==> src/rtl/mult_pkg.sv <==
// Shared definitions for the shift-and-add multiplier: operand width,
// iteration counter width and the controller state encoding.
package mult_pkg;

   localparam int WIDTH   = 8;
   localparam int COUNT_W = 4;

   typedef enum logic [1:0] {
      IDLE = 2'd0,
      RUN  = 2'd1,
      DONE = 2'd2
   } state_t;

endpackage

==> src/rtl/shift_add_multiplier_if.sv <==
// Start/busy/done request bus of the shift-and-add multiplier; the requester
// side is the master, the multiplier is the slave.
interface shift_add_multiplier_if;

   logic                          start;
   logic [mult_pkg::WIDTH-1:0]    a;
   logic [mult_pkg::WIDTH-1:0]    b;
   logic                          busy;
   logic                          done;
   logic [2*mult_pkg::WIDTH-1:0]  product;

   modport master (
      output start, a, b,
      input  busy, done, product
   );

   modport slave (
      input  start, a, b,
      output busy, done, product
   );

endinterface

==> src/rtl/ripple_carry_adder.sv <==
// 8-bit combinational ripple-carry adder with carry in and carry out.
module ripple_carry_adder (
   input  logic [7:0] a,
   input  logic [7:0] b,
   input  logic       cy_in,
   output logic [7:0] sum,
   output logic       cy_Out
);

   logic carry;

   always_comb begin
      carry = cy_in;
      sum   = '0;
      for (int i = 0; i < 8; i++) begin
         sum[i] = a[i] ^ b[i] ^ carry;
         carry  = (a[i] & b[i]) | (carry & (a[i] ^ b[i]));
      end
      cy_Out = carry;
   end

endmodule

==> src/rtl/shift_add_multiplier.sv <==
// Sequential 8x8 unsigned shift-and-add multiplier built around the shared
// ripple_carry_adder. Optional early termination: MULT_EARLY_TERM_EN.
module shift_add_multiplier
   import mult_pkg::*;
#(
   parameter int WIDTH = mult_pkg::WIDTH
) (
   input  logic                   clk,
   input  logic                   rst_n,
   shift_add_multiplier_if.slave  bus
);

   if (WIDTH != 8) begin : g_width_check
      $error("shift_add_multiplier: WIDTH must be 8 to match the 8-bit adder instance");
   end

   state_t             state_q, state_d;
   logic [7:0]         m_q, m_d;
   logic [7:0]         p_q, p_d;
   logic [7:0]         q_q, q_d;
   logic               c_q, c_d;
   logic [COUNT_W-1:0] count_q, count_d;
   logic [15:0]        product_q, product_d;

   logic [7:0]         add_b;
   logic [7:0]         sum;
   logic               cy_out;
   logic [16:0]        shifted;
   logic               last_iter;
   logic [15:0]        final_product;

   assign add_b = q_q[0] ? m_q : 8'h00;

   // C is zero on every RUN edge (cleared on start, shifted out as zero), so
   // feeding it back keeps the adder carry-in at 0 while keeping C observable.
   ripple_carry_adder u_adder (
      .a      (p_q),
      .b      (add_b),
      .cy_in  (c_q),
      .sum    (sum),
      .cy_Out (cy_out)
   );

   assign shifted = {cy_out, sum, q_q} >> 1;

`ifdef MULT_EARLY_TERM_EN
   logic [2:0] remain_iters;
   logic [7:0] remain_mask;

   // Unconsumed multiplier bits sit in the low end of Q after the shift; once
   // they are all zero the rest of the iterations would only shift right.
   assign remain_iters  = 3'd7 - count_q[2:0];
   assign remain_mask   = 8'h7F >> count_q[2:0];
   assign last_iter     = (count_q == COUNT_W'(7)) || ((shifted[7:0] & remain_mask) == 8'h00);
   assign final_product = 16'(shifted >> remain_iters);
`else
   assign last_iter     = (count_q == COUNT_W'(7));
   assign final_product = shifted[15:0];
`endif

   always_comb begin
      state_d   = state_q;
      m_d       = m_q;
      p_d       = p_q;
      q_d       = q_q;
      c_d       = c_q;
      count_d   = count_q;
      product_d = product_q;
      case (state_q)
         IDLE: begin
            if (bus.start) begin
               m_d     = bus.a;
               q_d     = bus.b;
               p_d     = 8'h00;
               c_d     = 1'b0;
               count_d = '0;
               state_d = RUN;
            end
         end
         RUN: begin
            {c_d, p_d, q_d} = shifted;
            count_d         = count_q + COUNT_W'(1);
            if (last_iter) begin
               product_d = final_product;
               state_d   = DONE;
            end
         end
         DONE:    state_d = IDLE;
         default: state_d = IDLE;
      endcase
   end

   always_ff @(posedge clk or negedge rst_n) begin
      if (!rst_n) begin
         state_q   <= IDLE;
         m_q       <= '0;
         p_q       <= '0;
         q_q       <= '0;
         c_q       <= 1'b0;
         count_q   <= '0;
         product_q <= '0;
      end else begin
         state_q   <= state_d;
         m_q       <= m_d;
         p_q       <= p_d;
         q_q       <= q_d;
         c_q       <= c_d;
         count_q   <= count_d;
         product_q <= product_d;
      end
   end

   assign bus.busy    = (state_q != IDLE);
   assign bus.done    = (state_q == DONE);
   assign bus.product = product_q;

endmodule

==> src/flat_wrapper.sv <==
// flat-port wrapper written by rule: the top's interface ports become plain ports
module shift_add_multiplier_flat import mult_pkg::*;
#(
   parameter int WIDTH = mult_pkg::WIDTH
)
  (clk, rst_n, bus_start, bus_a, bus_b, bus_busy, bus_done, bus_product);
  shift_add_multiplier_if bus_i ();
  input  logic clk;
  input  logic rst_n;
  input wire logic [$bits(bus_i.start)-1:0] bus_start;
  input wire logic [$bits(bus_i.a)-1:0] bus_a;
  input wire logic [$bits(bus_i.b)-1:0] bus_b;
  output wire logic [$bits(bus_i.busy)-1:0] bus_busy;
  output wire logic [$bits(bus_i.done)-1:0] bus_done;
  output wire logic [$bits(bus_i.product)-1:0] bus_product;
  assign bus_i.start = bus_start;
  assign bus_i.a = bus_a;
  assign bus_i.b = bus_b;
  assign bus_busy = bus_i.busy;
  assign bus_done = bus_i.done;
  assign bus_product = bus_i.product;
  shift_add_multiplier #(.WIDTH(WIDTH)) u_core (.clk(clk), .rst_n(rst_n), .bus(bus_i));
endmodule
==> config.mk <==
export PLATFORM = sky130hd
export DESIGN_NAME = shift_add_multiplier_flat
export DESIGN_NICKNAME = d
export VERILOG_FILES = /design/src/rtl/mult_pkg.sv /design/src/rtl/shift_add_multiplier_if.sv /design/src/rtl/ripple_carry_adder.sv /design/src/rtl/shift_add_multiplier.sv /design/src/flat_wrapper.sv
export SDC_FILE = /design/constraint.sdc
export NUM_CORES = 1
export LEC_CHECK = 0
export BUFFER_PORTS_ARGS = -buffer_cell sky130_fd_sc_hd__buf_2
export CORE_UTILIZATION = 47
export DETAILED_ROUTE_END_ITERATION = 12
export HOLD_SLACK_MARGIN = 0.03
export MAX_ROUTING_LAYER = met4
export PLACE_DENSITY = 0.72
export SLEW_MARGIN = 25
export SYNTH_ARGS = -nofsm -noshare
export SYNTH_HDL_FRONTEND = slang
export SYNTH_SLANG_ARGS = --single-unit
==> constraint.sdc <==
create_clock -name clk -period 3.9 [get_ports clk]
set_input_delay 0.585 -clock clk [delete_from_list [all_inputs] [get_ports clk]]
set_output_delay 0.585 -clock clk [all_outputs]
set_load 0.1 [all_outputs]
==> results of run 1 <==
cells in the final DEF (no fill, tap or decap), types with 2 or more instances in the layout:
master,Yosys,final
o22ai_1,7,7
dfrtp_1,46,46
o21ai_0,10,9
buf_4,1,3
nor3_1,7,7
buf_2,3,35
mux2_2,7,7
ha_1,2,2
clkbuf_8,0,5
nand2_1,37,37
mux2i_1,10,10
nand3_1,11,11
inv_1,16,16
nor2_1,7,7
fa_1,7,7
final cells by class:
cell class	instances	area, um2
fillers	388	1770
flip-flops and latches	46	1150
multi-input cells	118	815
repair buffers	38	198
clock buffers	5	68.8
well taps	50	62.6
inverters	16	60.1
clock inverters	3	21.3
metrics by stage:
stage	utilization, %	instances
floorplan	-	190
global placement	55.1	268
detailed placement	55.1	268
CTS	57.3	276
global route	57.3	276
finish	57.3	276
metal layers:
layer / GRT usage, % / vias to the layer above
li1: - / 692
met1: 24.8 / 690
met2: 31.6 / 29
met3: 2.96 / 7
met4: 9.18 / 0
met5: - / -
flip-flops by register name (all words and copies together), names as in the netlist:
name	flops
u_core.state_q	2
u_core.p_q	8
u_core.bus.product	16
u_core.m_q	8
u_core.count_q	4
u_core.q_q	8
repair_timing:
action / CTS / global route
buffers inserted: 0 / 0
hold buffers: 0 / 0
setup endpoints to repair: 0 / 1
resized for setup: 0 / 1
cell families (layout without fill, tap and decap cells):
kind of cell,after synthesis,count (layout),synth area share (%)
AO/OA/AOI/OAI,19,19,5.19
multiplexers,18,18,9.25
adder cells (fa/ha/maj),9,9,7.88
flip-flops,46,46,54.9
AND/OR/NAND/NOR,72,72,16.5
buffers and inverters,26,62,6.26
path summary, 6_finish.rpt:
| kind | startpoint | endpoint | slack, ns |
|---|---|---|---|
| max | u_core.m_q[0] | u_core.bus.product[14] | 0.16 |
| min | rst_n | u_core.m_q[5] | 0.27 |
| max reg2reg | u_core.m_q[0] | u_core.bus.product[14] | 0.16 |
| min reg2reg | u_core.m_q[0] | u_core.m_q[0] | 0.48 |
| max in group asynchronous | rst_n | u_core.bus.product[14] | 3.24 |
| min in group clk | bus_a[5] | u_core.m_q[5] | 0.46 |
worst max-delay path, stage by stage, from the launching register on:
cell and delay (ns):
dfrtp_1 0.34, and2_1 0.12, ha_1 0.13, inv_1 0.04, fa_1 0.38, fa_1 0.41, fa_1 0.39, fa_1 0.38
fa_1 0.38, fa_1 0.39, fa_1 0.53, mux2i_1 0.08
==> out/metrics.yaml, run 1 <==
arrival_ns: 3.89
drive_above_1_share_pct: 26.1
clock-root-buffer: "clkbuf_8"
setup_slack_ns: 0.158
cts_num_sinks: 46
report.final.slew_viol_count: 0
grt.overflow.total: 0
status: "finished clean"
clkLatencyLatePin_ns: 0.31
yosysUniqueCellTypes: 30
hpwlAfterDp_mm: 2.46
ys_warn_count: 0
synth_most_common_cell: "dfrtp_1"
synth_top_cell_by_area: "dfrtp_1"
syn_area_um2: 2100
worstMarginPinSlew_ns: 0.977
fmax_ghz: 0.267
cts_buffers: 5
grt_usage_pct: 19.8
drt-met1-wl_mm: 1.70
route.top_layer_used: "met4"
skew_ns: 0.0109
cap_violations: 0
async_flop_share_pct: 100
yosysSeqAreaShare_pct: 54.9
io_buffers: 36
fin_crit_sh_pct: 95.9
crit_path_max_fanout: 2
synth_nets: 218
setup_violations: 0
holdWs_ns: 0.267
synth_common_cells: "46 x dfrtp_1, 37 x nand2_1, 16 x inv_1"
dieArea_um2: 4730
cp-end-kind: "flip-flop"
n_antenna_cell: 0
ant_nets: 0
drt_first_pass_iters: 4
grt_pass1_wl_mm: 6.44
antenna_found_initial: 0
wl_met2_mm: 1.79
drc: 0
critPathLaunchType: "flip-flop"
nets: 253
place.gp.congestion: 0.728
area_delta_synth_final_pct: 13.3
rr_worst_depth: 11
clk_path_buf_depth: 2
fp-row-count: 23
synthFlopType: "dfrtp_1"
route.met3.wl_um: 134
syn_inst: 190
yosysTopAreaCellShare_pct: 54.9
slew_headroom_pct: 34.6
dpl_cell_area_um2: 2280
synth-seq-cells: 46
io_pins: 37
stdcell_area_um2: 2380
dp_worst_setup_slack_ns: 0.158
fp.dieW_um: 68.8
hold_viol_final: 0
core_um2: 4140
fin_setup_tns_ns: 0
htreeDepth: 2
start_util_pct: 50.6
syn_area_per_cell_um2: 11.0
drtIter0Drc: 50
synth_edf_count: 0
hold_class: "in2async"
worstPathRequired_ns: 4.05
wl_per_cell_um: 13.4
die_y_um: 68.8
num_vias: 1418
period_minus_slack_ns: 3.74
drt-total-wl_mm: 3.70
cts_tree: "done"
grt_max_degree: 47
rsz0062_at_grt: "false"
worstSetupPathType: "reg2reg"
via_per_inst: 5.14
grt_pass1_vias: 1423
clk_pin_slew_ns: 0.09
synth.area.top_cells: "dfrtp_1 55%, fa_1 6.7%, nand2_1 6.6%"
Power of run 1 is not shown: default switching activity piles up to over one toggle a cycle in this logic, so the estimate is an artifact.
==> run 2, diff against run 1 <==
--- a/config.mk
+++ b/config.mk
@@ -6,6 +6,7 @@
 export NUM_CORES = 1
 export LEC_CHECK = 0
 export BUFFER_PORTS_ARGS = -buffer_cell sky130_fd_sc_hd__buf_2
+export CORE_MARGIN = 2
 export CORE_UTILIZATION = 47
 export DETAILED_ROUTE_END_ITERATION = 12
 export HOLD_SLACK_MARGIN = 0.03
@@ -15,3 +16,4 @@
 export SYNTH_ARGS = -nofsm -noshare
 export SYNTH_HDL_FRONTEND = slang
 export SYNTH_SLANG_ARGS = --single-unit
+export TNS_END_PERCENT = 1
==> out/metrics.yaml, run 2 (synthesis gave the netlist of run 1 again) <==
status: "finished clean"  # unchanged
cp-end-kind: "flip-flop"  # unchanged
grt_pass1_wl_mm: 6.49  # was 6.44 mm
stdcell_area_um2: 2380  # about the same
setup_violations: 0  # unchanged
worstMarginPinSlew_ns: 0.965  # was 0.977 ns
hold_class: "in2async"  # unchanged
ctsHoldBuffers: 0  # unchanged
layout_common_cells: "46 x dfrtp_1, 37 x nand2_1, 35 x buf_2"  # unchanged
final_common_cell: "dfrtp_1"  # unchanged
worstSetupPathType: "reg2reg"  # unchanged
skew_ns: 0.0104  # was 0.0109 ns
post-place-cells: 270  # was 268
io_buffers: 36  # unchanged
htreeDepth: 2  # unchanged
worstPathRequired_ns: 4.07  # was 4.05 ns
drt-total-wl_mm: 3.66  # was 3.70 mm
wl_per_cell_um: 13.2  # was 13.4 um
dp_worst_setup_slack_ns: 0.191  # was 0.158 ns
slowest_stage: "fa_1"  # unchanged
cts_num_sinks: 46  # unchanged
r2r_setup_slack_ns: 0.23  # was 0.16 ns
clk_pin_slew_ns: 0.09  # about the same
grt.overflow.total: 0  # unchanged
io_pins: 37  # unchanged
setup_slack_ns: 0.233  # was 0.158 ns
fp-row-count: 24  # was 23
drt_first_pass_iters: 4  # unchanged
clkLatencyLatePin_ns: 0.29  # was 0.31 ns
fmax_ghz: 0.273  # was 0.267 GHz
cts_tree: "done"  # unchanged
slew_headroom_pct: 35.4  # was 34.6%
grt_pass1_vias: 1473  # was 1,423
ant_nets: 0  # unchanged
hpwlAfterDp_mm: 2.47  # was 2.46 mm
drtIter0Drc: 62  # was 50
n_antenna_cell: 0  # unchanged
via_per_inst: 5.08  # was 5.14
num_vias: 1412  # was 1,418
final_cells: 278  # was 276
grt_max_degree: 47  # unchanged
cap_violations: 0  # unchanged
grt_usage_pct: 17.0  # was 19.8%
die_y_um: 70.8  # was 68.8 um
hold_viol_final: 0  # unchanged
drive_above_1_share_pct: 25.7  # was 26.1%
crit_family: "adder cells"  # unchanged
dpl_cell_area_um2: 2290  # was 2280 um2
fp.dieW_um: 70.8  # was 68.8 um
cts_buffers: 5  # unchanged
drc: 0  # unchanged
crit_path_max_fanout: 2  # unchanged
critPathBufInv: 1  # unchanged
core_um2: 4320  # was 4140 um2
clk_path_buf_depth: 2  # unchanged
area_delta_synth_final_pct: 13.5  # was 13.3%
fin_setup_tns_ns: 0  # unchanged
cts-resized-gates: 0  # unchanged
start_util_pct: 48.5  # was 50.6%
cts_setup_buffers: 0  # unchanged
dieArea_um2: 5010  # was 4730 um2
crit_top_cell: "fa_1"  # unchanged
clock-root-buffer: "clkbuf_8"  # unchanged
antenna_found_initial: 0  # unchanged
period_minus_slack_ns: 3.67  # was 3.74 ns
place.gp.congestion: 0.728  # about the same
fin_crit_sh_pct: 94.0  # was 95.9%
report.final.slew_viol_count: 0  # unchanged
path_cells: "and2_1 -> ha_1 -> inv_1 -> fa_1 -> fa_1 -> fa_1 -> fa_1 -> fa_1 -> fa_1 -> fa_1 -> o21ai_0"  # was and2_1 -> ha_1 -> inv_1 -> fa_1 -> fa_1 -> fa_1 -> fa_1 -> fa_1 -> fa_1 -> fa_1 -> mux2i_1
rsz0062_at_grt: "false"  # unchanged
critPathMaxStageDelay_ns: 0.51  # was 0.53 ns
nets: 253  # unchanged
critPathLaunchType: "flip-flop"  # unchanged
arrival_ns: 3.83  # was 3.89 ns
largest_reg_flops: 16  # unchanged
==> run 2: layout make-up <==
type | count | area (um2)
clock buffers | 7 | 86.3
clock inverters | 1 | 5.00
fillers | 405 | 1940
inverters | 16 | 60.1
multi-input cells | 118 | 815
flip-flops and latches | 46 | 1150
well taps | 52 | 65.1
repair buffers | 38 | 198
==> run 2: final timing paths <==
path	from	to	cells after the start
worst max-delay path	u_core.m_q[0]	u_core.p_q[6]	11
worst min-delay path	rst_n	u_core.bus.product[14]	1
worst max register to register	u_core.m_q[0]	u_core.p_q[6]	11
worst min register to register	u_core.m_q[6]	u_core.m_q[6]	2
max in group asynchronous	rst_n	u_core.count_q[3]	1
min in group clk	bus_a[3]	u_core.m_q[3]	3
==> run 2: worst register-to-register path: cells and delay by family (launching register included) <==
kind	cells	cell delay (ns)
compound gates	1	0.09
fa+ha+maj	8	2.93
buf+inv	1	0.04
flops	1	0.35
simple gates	1	0.12
==> run 2: metrics by stage <==
step / util (%) / hold slack, ns
after CTS: 55.0 / 0.476
after global routing: 55.0 / 0.324
final: 55.0 / 0.281
after global placement: 52.9 / 0.454
after floorplan: - / 0.289
after detailed placement: 52.9 / 0.463
==> run 2: routing by layer <==
metal  track usage, %  part of all wire, %
met5                -                    0
met2             27.7                   48
met1             20.9                   47
met4             7.13                  1.7
met3             3.28                  3.4
Power of run 2 is left out for the same reason.
